--- config.mk ---
export PLATFORM = sky130hd
export DESIGN_NAME = i2s_clkgen
export DESIGN_NICKNAME = d
export VERILOG_FILES = /design/src/rtl/i2s_clkgen.sv
export SDC_FILE = /design/constraint.sdc
export NUM_CORES = 1
export LEC_CHECK = 0
export ABC_AREA = 1
export BUFFER_PORTS_ARGS = -buffer_cell sky130_fd_sc_hd__buf_2
export CORE_MARGIN = 2
export CORE_UTILIZATION = 54
export DETAILED_ROUTE_END_ITERATION = 8
export GPL_ROUTABILITY_DRIVEN = 0
export PLACE_DENSITY = 0.76
export RECOVER_POWER = 50
export SETUP_SLACK_MARGIN = 0.5
export SLEW_MARGIN = 25
export SYNTH_ARGS = -nofsm -noshare
export SYNTH_HDL_FRONTEND = slang
export SYNTH_SLANG_ARGS = --single-unit
--- constraint.sdc ---
create_clock -name clk -period 2.2 [get_ports clk]
set_clock_uncertainty 0.05 [all_clocks]
set_input_delay 0.44 -clock clk [delete_from_list [all_inputs] [get_ports clk]]
set_output_delay 0.44 -clock clk [all_outputs]
set_load 0.01 [all_outputs]
--- src/rtl/i2s_clkgen.sv ---
// I2S clock generator: divides clk into a 50 % bclk with a loadable half-period,
// derives ws from bclk falling edges and emits clk-aligned edge strobes.
module i2s_clkgen #(
  parameter int CNT_W    = 16,
  parameter int DEF_HALF = 2666,
  parameter int SLOT_W   = 6,
  parameter int DEF_SLOT = 16
) (
  input  logic              clk,
  input  logic              reset,
  input  logic              en,
  input  logic [CNT_W-1:0]  half_div,
  input  logic              div_load,
  input  logic [SLOT_W-1:0] slot_bits,
  output logic              bclk,
  output logic              ws,
  output logic              bclk_rise,
  output logic              bclk_fall,
  output logic              ws_edge,
  output logic              frame_start
);

  localparam logic [CNT_W-1:0]  DEF_HALF_C = (DEF_HALF == 0) ? CNT_W'(1) : CNT_W'(DEF_HALF);
  localparam logic [SLOT_W-1:0] DEF_SLOT_C = (DEF_SLOT == 0) ? SLOT_W'(1) : SLOT_W'(DEF_SLOT);

  logic [CNT_W-1:0]  cnt_reg;
  logic [CNT_W-1:0]  half_reg;
  logic [CNT_W-1:0]  pend_reg;
  logic              pend_valid_reg;
  logic [SLOT_W-1:0] bit_cnt_reg;
  logic [SLOT_W-1:0] slot_reg;
  logic              bclk_reg;
  logic              ws_reg;
  logic              bclk_rise_reg;
  logic              bclk_fall_reg;
  logic              ws_edge_reg;
  logic              frame_start_reg;

  logic [CNT_W-1:0]  half_div_c;
  logic [SLOT_W-1:0] slot_bits_c;
  logic [CNT_W-1:0]  eff_half;
  logic              boundary;
  logic              slot_wrap;

  always_comb begin
    half_div_c  = (half_div == '0) ? CNT_W'(1) : half_div;
    slot_bits_c = (slot_bits == '0) ? SLOT_W'(1) : slot_bits;
    boundary    = en && (cnt_reg == '0);
    // A load arriving on the boundary itself wins over an older pending value.
    if (div_load)
      eff_half = half_div_c;
    else if (pend_valid_reg)
      eff_half = pend_reg;
    else
      eff_half = half_reg;
    slot_wrap = (bit_cnt_reg == slot_reg - SLOT_W'(1));
  end

  always_ff @(posedge clk) begin
    if (reset) begin
      cnt_reg         <= DEF_HALF_C - CNT_W'(1);
      half_reg        <= DEF_HALF_C;
      pend_reg        <= DEF_HALF_C;
      pend_valid_reg  <= 1'b0;
      bit_cnt_reg     <= '0;
      slot_reg        <= DEF_SLOT_C;
      bclk_reg        <= 1'b0;
      ws_reg          <= 1'b0;
      bclk_rise_reg   <= 1'b0;
      bclk_fall_reg   <= 1'b0;
      ws_edge_reg     <= 1'b0;
      frame_start_reg <= 1'b0;
    end else begin
      bclk_rise_reg   <= 1'b0;
      bclk_fall_reg   <= 1'b0;
      ws_edge_reg     <= 1'b0;
      frame_start_reg <= 1'b0;
      if (div_load && !boundary) begin
        pend_reg       <= half_div_c;
        pend_valid_reg <= 1'b1;
      end
      if (en) begin
        if (boundary) begin
          half_reg       <= eff_half;
          pend_valid_reg <= 1'b0;
          cnt_reg        <= eff_half - CNT_W'(1);
          bclk_reg       <= ~bclk_reg;
          bclk_rise_reg  <= ~bclk_reg;
          bclk_fall_reg  <= bclk_reg;
          // ws advances only on bclk falling boundaries.
          if (bclk_reg) begin
            if (slot_wrap) begin
              ws_reg          <= ~ws_reg;
              ws_edge_reg     <= 1'b1;
              frame_start_reg <= ws_reg;
              bit_cnt_reg     <= '0;
              slot_reg        <= slot_bits_c;
            end else begin
              bit_cnt_reg <= bit_cnt_reg + SLOT_W'(1);
            end
          end
        end else begin
          cnt_reg <= cnt_reg - CNT_W'(1);
        end
      end
    end
  end

  assign bclk        = bclk_reg;
  assign ws          = ws_reg;
  assign bclk_rise   = bclk_rise_reg;
  assign bclk_fall   = bclk_fall_reg;
  assign ws_edge     = ws_edge_reg;
  assign frame_start = frame_start_reg;

endmodule

==> impl_metrics.json <==
{
  "fin_crit_sh_pct": 91.4,
  "drtAntennaViolNets": 0,
  "ys_ff_latch": 67,
  "ys_seq_area_share_pct": 33.2,
  "grt_max_degree": 33,
  "yosysUniqueCellTypes": 47,
  "synth-edff-count": 0,
  "htree_levels": 3,
  "clk-insertion-delay-late_ps": 360,
  "cts_tree": "done",
  "setup_violations": 0,
  "crit_top_cell": "nor2_4",
  "critPathMaxFanout": 6,
  "initial_utilization_pct": 55.7,
  "first_pass_iters": 5,
  "clk_pin_slew_ps": 80,
  "die_h_um": 90.5,
  "core_um2": 7250,
  "hold_path_class": "in2reg",
  "cts.sinks": 67,
  "synthFlopType": "dfxtp_1",
  "powerDensity_nw_per_um2": 548,
  "finalSetupTns_ps": 0,
  "fin_util_pct": 72.1,
  "cap_violations": 0,
  "fillers": 512,
  "grt_usage_pct": 27.5,
  "n_antenna_cell": 0,
  "synth.cell_area_um2": 4040,
  "clock.fmax_ghz": 0.497,
  "cp-end-kind": "flip-flop",
  "synth_nets": 599,
  "grt_pass1_wl_um": 18400,
  "synthArstFlopShare_pct": 0,
  "antenna_found_initial": 0,
  "portBuffers": 31,
  "critPathSlowestCell": "dfxtp_1",
  "rsz0062_at_grt": "true",
  "hold_viol": 0,
  "critPathLaunchType": "flip-flop",
  "root_buffer": "clkbuf_8",
  "syn_to_final_growth_pct": 29.6,
  "min_period_ps": 2010,
  "pin_count": 32,
  "vias": 4267,
  "clk_path_buf_depth": 2,
  "register_area_um2": 1360,
  "path_class": "reg2reg",
  "avgRoutedWirePerCell_um": 16.4,
  "dieArea_um2": 8190,
  "arrival_ps": 2200,
  "yosysWarnings": 0,
  "cp_slowest_stage_delay_ps": 330,
  "crit_chain": "nor2_2 -> nand2_2 -> nor2_4 -> buf_6 -> nand3_4 -> inv_1 -> clkbuf_1 -> nor2_4 -> buf_4 -> o21ai_0 -> a21oi_1",
  "outcome": "completed",
  "drive_gt1_share_pct": 35.3,
  "syn_inst": 570,
  "viasPerCell": 5.69,
  "ir_drop_uv": 398,
  "wirelength_um": 12300,
  "avgSynthCellArea_um2": 7.09,
  "drt_iter0_drc": 386,
  "slew_headroom_pct": 70.3,
  "p_leak_nw": 2.33,
  "multi_input_area_um2": 2610,
  "numCtsBuffers": 9,
  "grt_pass1_vias": 3971,
  "grt-ovfl-total": 0,
  "worstMarginPinSlew_ps": 441,
  "nets": 675,
  "ctsHoldBuffers": 0,
  "drc": 0,
  "hpwl_um": 7220,
  "rows": 31,
  "finalMaxSlewViolations": 0,
  "cp.required_ps": 2390,
  "die_x_um": 90.5
}
-- stage by stage --
step | worst slack, ps | hold WS, ps | std cells | area [um^2] | power [mW]
2_1_floorplan | 178 | 379 | 570 | 4110 | 1.60
3_3_place_gp | 79.0 | 395 | 697 | 4350 | 1.69
3_5_place_dp | 21.9 | 399 | 697 | 4350 | 1.70
4_1_cts | 297 | 286 | 737 | 4980 | 2.80
5_1_grt | 70.9 | 305 | 750 | 5230 | 2.96
6_report | 189 | 278 | 750 | 5230 | 2.87
-- final timing paths --
| check | from | endpoint | depth (start not counted) | slack [ps] |
|---|---|---|---|---|
| hold reg to reg | pend_reg[14]$_SDFFE_PP0P_ | pend_reg[14]$_SDFFE_PP0P_ | 2 | 410 |
| setup / recovery | cnt_reg[8]$_SDFFE_PP0P_ | pend_reg[0]$_SDFFE_PP0P_ | 11 | 190 |
| hold / removal | half_div[6] | pend_reg[6]$_SDFFE_PP1P_ | 3 | 280 |
| setup reg to reg | cnt_reg[8]$_SDFFE_PP0P_ | pend_reg[0]$_SDFFE_PP0P_ | 11 | 190 |
-- where the power goes --
group,switching (mW),internal (mW),total (mW)
logic,0.314,0.188,0.502
registers,0.0357,1.25,1.29
clock network,0.520,0.554,1.07
-- timing repair --
action | CTS | global route
pin swaps | 29 | 23
resized for setup | 67 | 48
buffers inserted | 22 | 11
hold endpoints to repair | 0 | 0
gates cloned | 2 | 2
endpoints found under the setup margin | 47 | 47
-- layout by cell type, fill, tap and decap left out, types with 3 or more instances in the layout --
cell type  synthesis  final
clkbuf_1           6     10
nand2_2           15     18
nor2_1            48     39
dfxtp_1           67     55
o21ai_0           16      7
buf_6              7      5
inv_6              0      4
nand2_4            4     11
mux2i_4            0      3
dfxtp_2            0     11
a21oi_2            1      5
buf_2              5     25
buf_4              2     40
inv_1             71     63
inv_4              0      3
o21ai_2            1      6
nand4_4            5      7
o21ai_1            4      7
nand2_1          140    130
nand3_1           38     29
xor2_1            11     11
nor2_2            14     13
o211ai_1          12     12
clkbuf_8           1     10
inv_2              4      7
a21oi_1           45     41
nand3_4            0      4
nand3_2            4      9
nand4_1            6      6
nor2_4            10     20
-- cells in the mapped netlist (2+ instances only) --
cell type  instances  area share [%]
buf_4              2            0.37
ha_1               3            0.93
inv_2              4            0.37
xor2_1            11             2.4
mux2i_2            2            0.68
a21oi_1           45             5.6
clkinv_1           2            0.19
o21ai_1            4            0.50
nand3b_1           2            0.37
o211ai_1          12             2.2
nand3_2            4            0.99
nand4_4            5             2.6
nand2_2           15             2.3
buf_6              7             2.0
o21ai_0           16             2.0
nor2_4            10             2.8
nand3_1           38             4.7
nand2_1          140              13
nor3_1             3            0.37
buf_2              5            0.62
nor2_2            14             2.2
nor4_1             2            0.31
nand4_2            3            0.93
dfxtp_1           67              33
nor2_1            48             4.5
inv_1             71             6.6
nand4_1            6            0.93
nand2_4            4             1.1
clkbuf_1           6            0.56
or2_2              2            0.31
-- cells by family after synthesis --
logic type / count (synthesis) / share of synthesized area, %
AND/OR/NAND/NOR: 297 / 37.6
buffers and inverters: 101 / 11.9
AO/OA/AOI/OAI: 87 / 12.9
flip-flops: 67 / 33.2
XOR/XNOR: 12 / 2.60
multiplexers: 3 / 0.929
adder cells (fa/ha/maj): 3 / 0.929
-- critical path: cells and delay by family, from the launching register on --
kind                   cells  cell delay, ps
AOI/OAI and AO/OA          2             220
buffers and inverters      4             660
DFF                        1             330
and+or+nand+nor            5             630
-- routing by layer --
metal  track usage [%]  share of wire [%]  up-vias
met5                 0                  0        -
met4              14.1                4.5        0
met3              4.59                8.2       66
met2              46.0                 49      234
met1              34.0                 39     1984
li1                  -                  -     1983
-- cell type report --
| class | instances | share of cell area, % |
|---|---|---|
| Multi-Input combinational cell | 403 | 50.0 |
| Sequential cell | 67 | 26.0 |
| Timing Repair Buffer | 85 | 11.3 |
| Inverter | 78 | 6.31 |
| Clock buffer | 10 | 2.63 |
| Tap cell | 99 | 2.37 |
| Clock inverter | 6 | 1.22 |
| Timing Repair inverter | 2 | 0.287 |
(Power assumes the default switching activity.)
